==> src/rtl/muldiv_if.sv <==
// ---------------------------------------------------------------------------
// muldiv_if -- request/result bundle between the MIPS core and muldiv_unit.
//
//   start  core -> unit  begin the operation selected by op (sampled in IDLE)
//   op     core -> unit  00 MULT, 01 MULTU, 10 DIV, 11 DIVU
//   a      core -> unit  rs operand; also the MTHI/MTLO write data
//   b      core -> unit  rt operand
//   mthi   core -> unit  write a into HI (IDLE only)
//   mtlo   core -> unit  write a into LO (IDLE only)
//   busy   unit -> core  operation in flight, stalls the PC
//   done   unit -> core  one-cycle pulse after HI/LO take a new result
//   hi     unit -> core  HI register
//   lo     unit -> core  LO register
// ---------------------------------------------------------------------------
interface muldiv_if;
    logic        start;
    logic [1:0]  op;
    logic [31:0] a;
    logic [31:0] b;
    logic        mthi;
    logic        mtlo;
    logic        busy;
    logic        done;
    logic [31:0] hi;
    logic [31:0] lo;

    modport master (
        output start, op, a, b, mthi, mtlo,
        input  busy, done, hi, lo
    );

    modport slave (
        input  start, op, a, b, mthi, mtlo,
        output busy, done, hi, lo
    );
endinterface

==> src/rtl/muldiv_unit.sv <==
// ---------------------------------------------------------------------------
// muldiv_unit -- iterative 32-bit multiply/divide with architectural HI/LO.
//
// Executes MULT/MULTU (shift-add, LSB first) and DIV/DIVU (restoring, MSB
// first) over 32 CALC cycles followed by one FIX cycle that applies sign
// correction and writes HI/LO. MTHI/MTLO write HI/LO directly while idle.
//
//   clk   in   rising-edge clock
//   rst   in   asynchronous, active-high reset
//   bus   slave modport of muldiv_if (start/op/a/b/mthi/mtlo in,
//         busy/done/hi/lo out)
// ---------------------------------------------------------------------------
module muldiv_unit (
    input  logic     clk,
    input  logic     rst,
    muldiv_if.slave  bus
);

    typedef enum logic [1:0] {
        S_IDLE = 2'd0,
        S_CALC = 2'd1,
        S_FIX  = 2'd2
    } state_e;

    // op[1] selects divide, op[0] selects unsigned.
    typedef enum logic [1:0] {
        OP_MULT  = 2'b00,
        OP_MULTU = 2'b01,
        OP_DIV   = 2'b10,
        OP_DIVU  = 2'b11
    } op_e;

    state_e      state_q, state_d;
    logic [4:0]  cnt_q, cnt_d;
    op_e         op_q, op_d;
    logic        sign_a_q, sign_a_d;
    logic        sign_b_q, sign_b_d;
    logic [31:0] mag_a_q, mag_a_d;
    logic [31:0] mag_b_q, mag_b_d;
    // Multiply: {partial product high, multiplier shifting out at bit 0}.
    // Divide:   low half holds the dividend shifting out at bit 31 while
    //           quotient bits shift in at bit 0; high half stays zero.
    logic [63:0] acc_q, acc_d;
    logic [32:0] rem_q, rem_d;
    logic [31:0] hi_q, hi_d;
    logic [31:0] lo_q, lo_d;
    logic        done_q, done_d;

    // ------------------------------------------------------------------
    // Operand preparation at start
    // ------------------------------------------------------------------
    logic        in_signed;
    logic        in_div;
    logic [31:0] start_mag_a;
    logic [31:0] start_mag_b;

    assign in_signed   = ~bus.op[0];
    assign in_div      = bus.op[1];
    // Two's-complement negation leaves 0x80000000 unchanged, which is the
    // correct unsigned magnitude of the most negative value.
    assign start_mag_a = (in_signed && bus.a[31]) ? -bus.a : bus.a;
    assign start_mag_b = (in_signed && bus.b[31]) ? -bus.b : bus.b;

    // ------------------------------------------------------------------
    // Per-iteration datapath
    // ------------------------------------------------------------------
    logic        op_is_div;
    logic [32:0] add_sum;
    logic [33:0] shifted;
    logic [33:0] trial;

    assign op_is_div = (op_q == OP_DIV) || (op_q == OP_DIVU);

    // Multiply step: add multiplicand when the current multiplier bit is
    // set, then shift the whole accumulator right by one (carry included).
    assign add_sum = {1'b0, acc_q[63:32]} + (acc_q[0] ? {1'b0, mag_a_q} : 33'd0);

    // Divide step: bring the next dividend bit into the partial remainder
    // and try subtracting the divisor; a borrow (trial[33]) means restore.
    assign shifted = {rem_q, acc_q[31]};
    assign trial   = shifted - {2'b00, mag_b_q};

    // ------------------------------------------------------------------
    // Sign correction for the FIX cycle
    // ------------------------------------------------------------------
    logic [31:0] fix_hi;
    logic [31:0] fix_lo;
    logic [63:0] prod;
    logic        neg_result;

    // Sign flags are only ever set for the signed ops, so no op check here.
    assign neg_result = sign_a_q ^ sign_b_q;
    assign prod       = neg_result ? -acc_q : acc_q;

    always_comb begin
        fix_hi = prod[63:32];
        fix_lo = prod[31:0];
        if (op_is_div) begin
            if (mag_b_q == 32'd0) begin
                // Divide by zero: quotient all ones, remainder is the
                // dividend exactly as it was presented.
                fix_lo = 32'hFFFF_FFFF;
                fix_hi = sign_a_q ? -mag_a_q : mag_a_q;
            end else begin
                fix_lo = neg_result ? -acc_q[31:0] : acc_q[31:0];
                fix_hi = sign_a_q ? -rem_q[31:0] : rem_q[31:0];
            end
        end
    end

    // ------------------------------------------------------------------
    // Next-state logic
    // ------------------------------------------------------------------
    // NOTE: every _d signal is given its hold value before the case, so
    // no path through this block leaves a signal unassigned (no latches).
    always_comb begin
        state_d  = state_q;
        cnt_d    = cnt_q;
        op_d     = op_q;
        sign_a_d = sign_a_q;
        sign_b_d = sign_b_q;
        mag_a_d  = mag_a_q;
        mag_b_d  = mag_b_q;
        acc_d    = acc_q;
        rem_d    = rem_q;
        hi_d     = hi_q;
        lo_d     = lo_q;
        done_d   = 1'b0;

        case (state_q)
            S_IDLE: begin
                if (bus.start) begin
                    // start wins over a simultaneous MTHI/MTLO.
                    op_d     = op_e'(bus.op);
                    sign_a_d = in_signed & bus.a[31];
                    sign_b_d = in_signed & bus.b[31];
                    mag_a_d  = start_mag_a;
                    mag_b_d  = start_mag_b;
                    acc_d    = in_div ? {32'd0, start_mag_a} : {32'd0, start_mag_b};
                    rem_d    = 33'd0;
                    cnt_d    = 5'd31;
                    state_d  = S_CALC;
                end else begin
                    if (bus.mthi) hi_d = bus.a;
                    if (bus.mtlo) lo_d = bus.a;
                end
            end

            S_CALC: begin
                if (op_is_div) begin
                    rem_d = trial[33] ? shifted[32:0] : trial[32:0];
                    acc_d = {acc_q[63:32], acc_q[30:0], ~trial[33]};
                end else begin
                    acc_d = {add_sum, acc_q[31:1]};
                end
                cnt_d = cnt_q - 5'd1;
                if (cnt_q == 5'd0) state_d = S_FIX;
            end

            S_FIX: begin
                hi_d    = fix_hi;
                lo_d    = fix_lo;
                done_d  = 1'b1;
                state_d = S_IDLE;
            end

            default: state_d = S_IDLE;
        endcase
    end

    // ------------------------------------------------------------------
    // State registers
    // ------------------------------------------------------------------
    // NOTE: sequential state uses non-blocking assignments so every
    // register samples the pre-edge values of the others.
    // NOTE: working registers are cleared on reset too, not just the
    // architectural ones, so an aborted operation leaves no residue.
    always_ff @(posedge clk or posedge rst) begin
        if (rst) begin
            state_q  <= S_IDLE;
            cnt_q    <= 5'd0;
            op_q     <= OP_MULT;
            sign_a_q <= 1'b0;
            sign_b_q <= 1'b0;
            mag_a_q  <= 32'd0;
            mag_b_q  <= 32'd0;
            acc_q    <= 64'd0;
            rem_q    <= 33'd0;
            hi_q     <= 32'd0;
            lo_q     <= 32'd0;
            done_q   <= 1'b0;
        end else begin
            state_q  <= state_d;
            cnt_q    <= cnt_d;
            op_q     <= op_d;
            sign_a_q <= sign_a_d;
            sign_b_q <= sign_b_d;
            mag_a_q  <= mag_a_d;
            mag_b_q  <= mag_b_d;
            acc_q    <= acc_d;
            rem_q    <= rem_d;
            hi_q     <= hi_d;
            lo_q     <= lo_d;
            done_q   <= done_d;
        end
    end

    // ------------------------------------------------------------------
    // Outputs: all straight from registers
    // ------------------------------------------------------------------
    assign bus.busy = (state_q != S_IDLE);
    assign bus.done = done_q;
    assign bus.hi   = hi_q;
    assign bus.lo   = lo_q;

endmodule

==> src/flat_wrapper.sv <==
// flat-port wrapper written by rule: the top's interface ports become plain ports
module muldiv_unit_flat 
  (clk, rst, bus_start, bus_op, bus_a, bus_b, bus_mthi, bus_mtlo, bus_busy, bus_done, bus_hi, bus_lo);
  muldiv_if bus_i ();
  input  logic clk;
  input  logic rst;
  input wire logic [$bits(bus_i.start)-1:0] bus_start;
  input wire logic [$bits(bus_i.op)-1:0] bus_op;
  input wire logic [$bits(bus_i.a)-1:0] bus_a;
  input wire logic [$bits(bus_i.b)-1:0] bus_b;
  input wire logic [$bits(bus_i.mthi)-1:0] bus_mthi;
  input wire logic [$bits(bus_i.mtlo)-1:0] bus_mtlo;
  output wire logic [$bits(bus_i.busy)-1:0] bus_busy;
  output wire logic [$bits(bus_i.done)-1:0] bus_done;
  output wire logic [$bits(bus_i.hi)-1:0] bus_hi;
  output wire logic [$bits(bus_i.lo)-1:0] bus_lo;
  assign bus_i.start = bus_start;
  assign bus_i.op = bus_op;
  assign bus_i.a = bus_a;
  assign bus_i.b = bus_b;
  assign bus_i.mthi = bus_mthi;
  assign bus_i.mtlo = bus_mtlo;
  assign bus_busy = bus_i.busy;
  assign bus_done = bus_i.done;
  assign bus_hi = bus_i.hi;
  assign bus_lo = bus_i.lo;
  muldiv_unit u_core (.clk(clk), .rst(rst), .bus(bus_i));
endmodule
==> config.mk <==
export PLATFORM = sky130hd
export DESIGN_NAME = muldiv_unit_flat
export DESIGN_NICKNAME = d
export VERILOG_FILES = /design/src/rtl/muldiv_if.sv /design/src/rtl/muldiv_unit.sv /design/src/flat_wrapper.sv
export SDC_FILE = /design/constraint.sdc
export NUM_CORES = 1
export LEC_CHECK = 0
export CAP_MARGIN = 5
export CORE_MARGIN = 2
export CORE_UTILIZATION = 55
export DETAILED_ROUTE_END_ITERATION = 8
export PLACE_DENSITY = 0.77
export SETUP_SLACK_MARGIN = 0.15
export SLEW_MARGIN = 15
export SYNTH_ARGS = -nofsm -noshare
export SYNTH_HDL_FRONTEND = slang
export SYNTH_SLANG_ARGS = --single-unit
==> constraint.sdc <==
create_clock -name clk -period 7.6 [get_ports clk]
set_clock_uncertainty 0.15 [all_clocks]
set_input_delay 1.52 -clock clk [delete_from_list [all_inputs] [get_ports clk]]
set_output_delay 1.52 -clock clk [all_outputs]
set_load 0.03 [all_outputs]
# Word-level counts from Yosys, hierarchy flattened
# Index checks and enable logic that the tools add are counted.
dict set report totals {
  register_bits 237
  elab_cells 85
}
dict set report op_classes {
  n_eq_ne 11
  n_addsub 9
  reduce_logical 16
  n_bitwise 5
  mux 31
}
# operator count
set op_table {}
lappend op_table {{2-to-1 mux 32 bit} 15}
lappend op_table {{2-to-1 mux 64 bit} 3}
lappend op_table {{negation 32 bit} 5}
lappend op_table {{case mux 32 bit (2 select lines)} 2}
lappend op_table {{case mux 64 bit (2 select lines)} 1}
lappend op_table {{2-to-1 mux 33 bit} 3}
lappend op_table {{case mux 33 bit (2 select lines)} 1}
lappend op_table {{negation 64 bit} 1}
lappend op_table {{subtractor 34 x 32 -> 34 bit} 1}
lappend op_table {{adder 32 x 33 -> 33 bit} 1}
lappend op_table {{zero test 32 bit} 1}
lappend op_table {{AND reduction 3 bit} 4}
lappend op_table {{inequality test 2 bit, second input constant} 5}
lappend op_table {{case mux 5 bit (2 select lines)} 1}
lappend op_table {{equality test 2 bit, second input constant} 3}
lappend op_table {{AND reduction 2 bit} 3}
lappend op_table {{nonzero test 2 bit} 3}
lappend op_table {{zero test 5 bit} 1}
lappend op_table {{2-to-1 mux 5 bit} 1}
lappend op_table {{subtractor 5 x 1 -> 5 bit, second input constant} 1}
lappend op_table {{2-to-1 mux 2 bit} 2}
lappend op_table {{inequality test 2 x 1 -> 1 bit, second input constant} 2}
lappend op_table {{case mux 2 bit (2 select lines)} 1}
lappend op_table {{bitwise AND 1 bit} 2}
lappend op_table {{other kinds (7)} 9}

# Longest topological paths before layout
dict set report depth {
  ltp_word 6
  mapped_depth 16
  ltp_nobuf 15
}

# Worst setup path after synthesis
# Ideal clock, no wire load.
dict set report synth_path {
  path_type {input to register}
  start {input bus_a[2]}
  end {register u_core.acc_q[27]}
  t_arrival_ns 3.757
  required_time_ns 7.332
  setup_time_ns 0.118
  slack_ns 3.575
  n_path_buf 1
  stages 10
  cell_sequence {clkbuf_1 or4_1 nor4_1 nand2_1 nor2_1 nand2_1 o41ai_1 xor2_1 a21oi_1 a21o_1}
}
dict set report synth_between {
  elab_chain_cells 5
}
# element line
set synth_lines {}
lappend synth_lines {{start: declaration} flat_wrapper.sv:9} ;# input wire logic [$bits(bus_i.a)-1:0] bus_a;
lappend synth_lines {{negation 32 bit} muldiv_unit.sv:61} ;# assign start_mag_a = (in_signed && bus.a[31]) ? -bus.a : bus.a;
lappend synth_lines {{2-to-1 mux 32 bit} muldiv_unit.sv:61}
lappend synth_lines {{2-to-1 mux 32 bit} muldiv_unit.sv:139} ;# acc_d = in_div ? {32'd0, start_mag_a} : {32'd0, start_mag_b};
lappend synth_lines {{2-to-1 mux 64 bit} muldiv_unit.sv:132} ;# if (bus.start) begin
lappend synth_lines {{case mux 64 bit (2 select lines)} muldiv_unit.sv:130} ;# case (state_q)
lappend synth_lines {{end signal: assignment} muldiv_unit.sv:187} ;# acc_q <= 64'd0;
lappend synth_lines {{end signal: assignment} muldiv_unit.sv:200} ;# acc_q <= acc_d;
lappend synth_lines {{end: declaration} muldiv_unit.sv:43} ;# logic [63:0] acc_q, acc_d;
# No other way between the ends. The select of a mux whose other input is x is not followed.
# A chain may end at the register's enable or synchronous reset.

# Final worst setup path
dict set report layout_path {
  start {register u_core.acc_q[2]}
  end {register u_core.hi_q[30] (netlist: u_core.bus.hi[30])}
}
dict set report layout_between {
  elab_chain_cells 4
}
# element line
set layout_lines {}
lappend layout_lines {{negation 64 bit} muldiv_unit.sv:93} ;# assign prod = neg_result ? -acc_q : acc_q;
lappend layout_lines {{2-to-1 mux 64 bit} muldiv_unit.sv:93}
lappend layout_lines {{2-to-1 mux 32 bit} muldiv_unit.sv:98} ;# if (op_is_div) begin
lappend layout_lines {{case mux 32 bit (2 select lines)} muldiv_unit.sv:130}
lappend layout_lines {{end signal: assignment} muldiv_unit.sv:202} ;# hi_q <= hi_d;
lappend layout_lines {{end: declaration} muldiv_unit.sv:45} ;# logic [31:0] hi_q, hi_d;
# No other way between the ends.

==> results.cfg <==
[run_status]
status = completed

[drt]
total_number_of_vias = 17700
detail_route.wirelength_mm = 63.6
drc = 0
drt-initial-drc-count = 1937
post_drt_wl_per_cell_um = 23.4
remaining_number_of_nets_flagged_by_the_antenna_check_after_routing = 0
detail_route.first_pass.iterations = 9
via_per_inst = 6.53

[worst_setup_path]
critical_path_sink_type = register
timing.reg2reg.setup_slack_ns = 3.12
r2r_start = u_core.acc_q[2]
cpMaxStageDelayCell = nor3_1
crit_path_max_incr_delay_ns = 0.72
worst_ep_arrival_time_ns = 4.71
critPathLaunchType = register
crit_path_cell_trace = or4_4 -> nor3_1 -> nand4_1 -> nor4_2 -> nand2_1 -> o21ai_1 -> xnor2_1 -> a221oi_1 -> o221ai_1
rr_worst_depth = 9
worst-path-max-fanout = 8
timing_worst_setup_path_type = register to register
critical_path.reg2reg.endpoint = u_core.bus.hi[30]
crit_required_ns = 7.83

[global_route]
grt_first_pass_wirelength_mm = 96.5
grt-ovfl-total = 0
number_of_global_route_vias_before_repair = 16300
grt_start_max_net_pins = 186
antenna_found_initial = 1
global_route.usage.total_pct = 36.7

[power_and_ir_drop]
clock_power_share_pct = 12.7
seq_power_share_pct = 26.6
intPower_mw = 5.44
power.share.combinational_pct = 60.7
net_sw_share_pct = 50.3
leakage_nw = 8.60
power_dissipated_by_switching_net_loads_mw = 5.51
p_per_area_mw_per_mm2 = 529
ir_worst_vdd_mv = 0.390

[sta]
fin_crit_sh_pct = 58.9
maxClockFrequency_mhz = 223
final_critical_path_setup_slack_ns = 3.12
totalNegativeSetupSlack_ns = 0
hold_viol_final = 0
final.min_clock_period_ns = 4.48
timing_worst_slew_pin_value_ns = 1.25
setup_violations = 0
rsz0062_at_grt = no
worst_slew_margin_rel_pct = 16.2
timing.final.max_slew_violations = 0

[synth]
synthesis.yosys.warnings = 0
synth.area.top_cells = dfrtp_1, xnor2_1, o21ai_0
synth-edff-count = 0
synth_top_flop_cell = dfrtp_1
netlist.area_leader.share_pct = 32.6
yosysSeqAreaShare_pct = 32.6
syn-instance-count = 2202
net_count_after_synthesis = 2346
netlist-cell-type-count = 83
synth_top_cell_by_area = dfrtp_1
syn-cell-area_mm2 = 0.0181
ys_ff_latch = 236
postSynthAreaPerCell_um2 = 8.22
synth-async-reset-ratio_pct = 100

[place]
dp_worst_setup_slack_ns = 2.77
place.detailed.hpwl_mm = 48.0
place.gp.congestion = 0.990
port-buffer-count = 136

[clocking]
clock_tree.buffer_depth = 3
tritoncts = done
cts_root_buffer = clkbuf_16
post_cts_resized = 0
clkLatencyLatePin_ns = 0.59
cts.repair_timing.setup_buffer_count = 0
cts_num_sinks = 236
cts_hold_buf = 0
worst_setup_hold_path_clk_slew_ns = 0.06
cts_inserted_buffers = 28
htree_levels = 1

[final_layout]
antenna_cells = 0
layout_common_cells = nand2_1, dfrtp_1, o21ai_0
final_core_util_pct = 63.8
finalNetCount = 2400
filler_cell_count = 2771
post_route_cells_drive_above_1_share_pct = 5.23
area.growth.synth_to_final_pct = 14.3
most_frequent_standard_cell_in_the_layout_excluding_fill_and_tap_cells = nand2_1

[die]
ios = 137
floorplan.die.height_um = 185
initial_utilization_pct = 55.8
fp-row-count = 66
die_width_um = 185
core-area_mm2 = 0.0325
design.die.area_mm2 = 0.0344

[min_path]
holdCritPathClass = register to register
holdCritStartpoint = u_core.bus.hi[1]
hold_path_end = u_core.bus.hi[1]
holdPathStages = 2

[job]
max_cap_violations = 0
-- power by group through the flow --
stage | clock [mW] | sequential (mW) | combinational (mW)
2_1_floorplan | 0 | 2.73 | 4.64
3_3_place_gp | 0 | 2.86 | 6.36
3_5_place_dp | 0 | 2.88 | 6.54
4_1_cts | 1.39 | 2.87 | 6.57
5_1_grt | 1.45 | 2.96 | 7.28
6_report | 1.39 | 2.92 | 6.65
-- stage by stage --
| stage | total power, mW | cells | instance area (um2) | hold slack (ns) |
|---|---|---|---|---|
| finish | 11.0 | 2719 | 20700 | 0.331 |
| global route | 11.7 | 2719 | 20700 | 0.382 |
| CTS | 10.8 | 2719 | 20700 | 0.336 |
| detailed placement | 9.42 | 2668 | 19700 | 0.323 |
| global placement | 9.21 | 2668 | 19700 | 0.315 |
| floorplan | 7.37 | 2202 | 18100 | 0.312 |
-- Yosys cell counts, types with 7 or more instances --
master and count:
nor2b_1 19, dfrtp_1 236, nand2_1 257, o211ai_1 19, o21bai_1 9, nor2_1 137
and3_1 10, o221ai_1 14, nand4_1 9, xor2_1 98, a31oi_1 22, o21a_1 10
a21oi_1 199, nor4_1 18, clkbuf_1 113, o21ai_0 233, o41ai_1 16, nand3_1 26
a21o_1 29, o31ai_1 37, and2_1 49, nand2b_1 21, or4_1 17, a311oi_1 10
ha_1 71, a22oi_1 12, nor3_1 41, mux2_2 7, a32oi_1 7, or3_1 22
xnor2_1 138, inv_1 73, a221o_1 33, o21ai_1 7, buf_1 14, mux2i_1 45
a211oi_1 27
-- cells by family after synthesis --
kind of cell,count (synthesis),share of synthesized area (%)
adders and majority gates,73,5.13
AOI/OAI and AO/OA,733,25.5
muxes,53,3.07
DFF,236,32.6
buffers and inverters,207,4.35
and+or+nand+nor,664,17.9
xor gates and xnor gates,236,11.4
-- layer usage --
metal  share of wire, %  GRT usage (%)  up-vias  wire length (um)
met4                4.8           15.5        2              3070
met2                 44           56.8      965             28000
met1                 41           50.2     8531             26200
met3                 10           7.27      191              6380
met5              0.019              0        -                12
li1                   -              -     8056                 -
-- cell type report --
cell class / instances / area [um2] / share of cell area (%)
Multi-Input combinational cell: 1759 / 11500 / 55.4
Sequential cell: 236 / 5910 / 28.6
Timing Repair Buffer: 156 / 1520 / 7.36
Clock buffer: 45 / 875 / 4.23
Tap cell: 442 / 553 / 2.67
Inverter: 75 / 285 / 1.38
Clock inverter: 6 / 80.1 / 0.387
-- worst max-delay path by stage --
stage / startpoint / end / slack, ns
2_1_floorplan: rst / u_core.acc_q[0] / 2.84
3_3_place_gp: bus_a[5] / u_core.acc_q[27] / 2.83
3_5_place_dp: bus_a[5] / u_core.acc_q[27] / 2.77
4_1_cts: u_core.rem_q[9] / u_core.acc_q[0] / 3.30
5_1_grt: bus_a[2] / u_core.acc_q[27] / 2.99
6_report: u_core.acc_q[2] / u_core.bus.hi[30] / 3.12
-- registers in the layout, summed over array words and instances, names as in the netlist --
name	count
u_core.bus.hi	32
u_core.acc_q	64
u_core.bus.done	1
u_core.mag_b_q	32
u_core.state_q	2
u_core.cnt_q	5
u_core.sign_b_q	1
u_core.op_q	1
u_core.bus.lo	32
u_core.rem_q	33
u_core.sign_a_q	1
u_core.mag_a_q	32
-- critical path: cells and delay by family, from the launching register on --
kind | cells | cell delay, ns
AOI/OAI and AO/OA | 3 | 1.05
xor gates and xnor gates | 1 | 0.10
DFF | 1 | 0.47
and+or+nand+nor | 5 | 2.50
(Power assumes the default switching activity.)
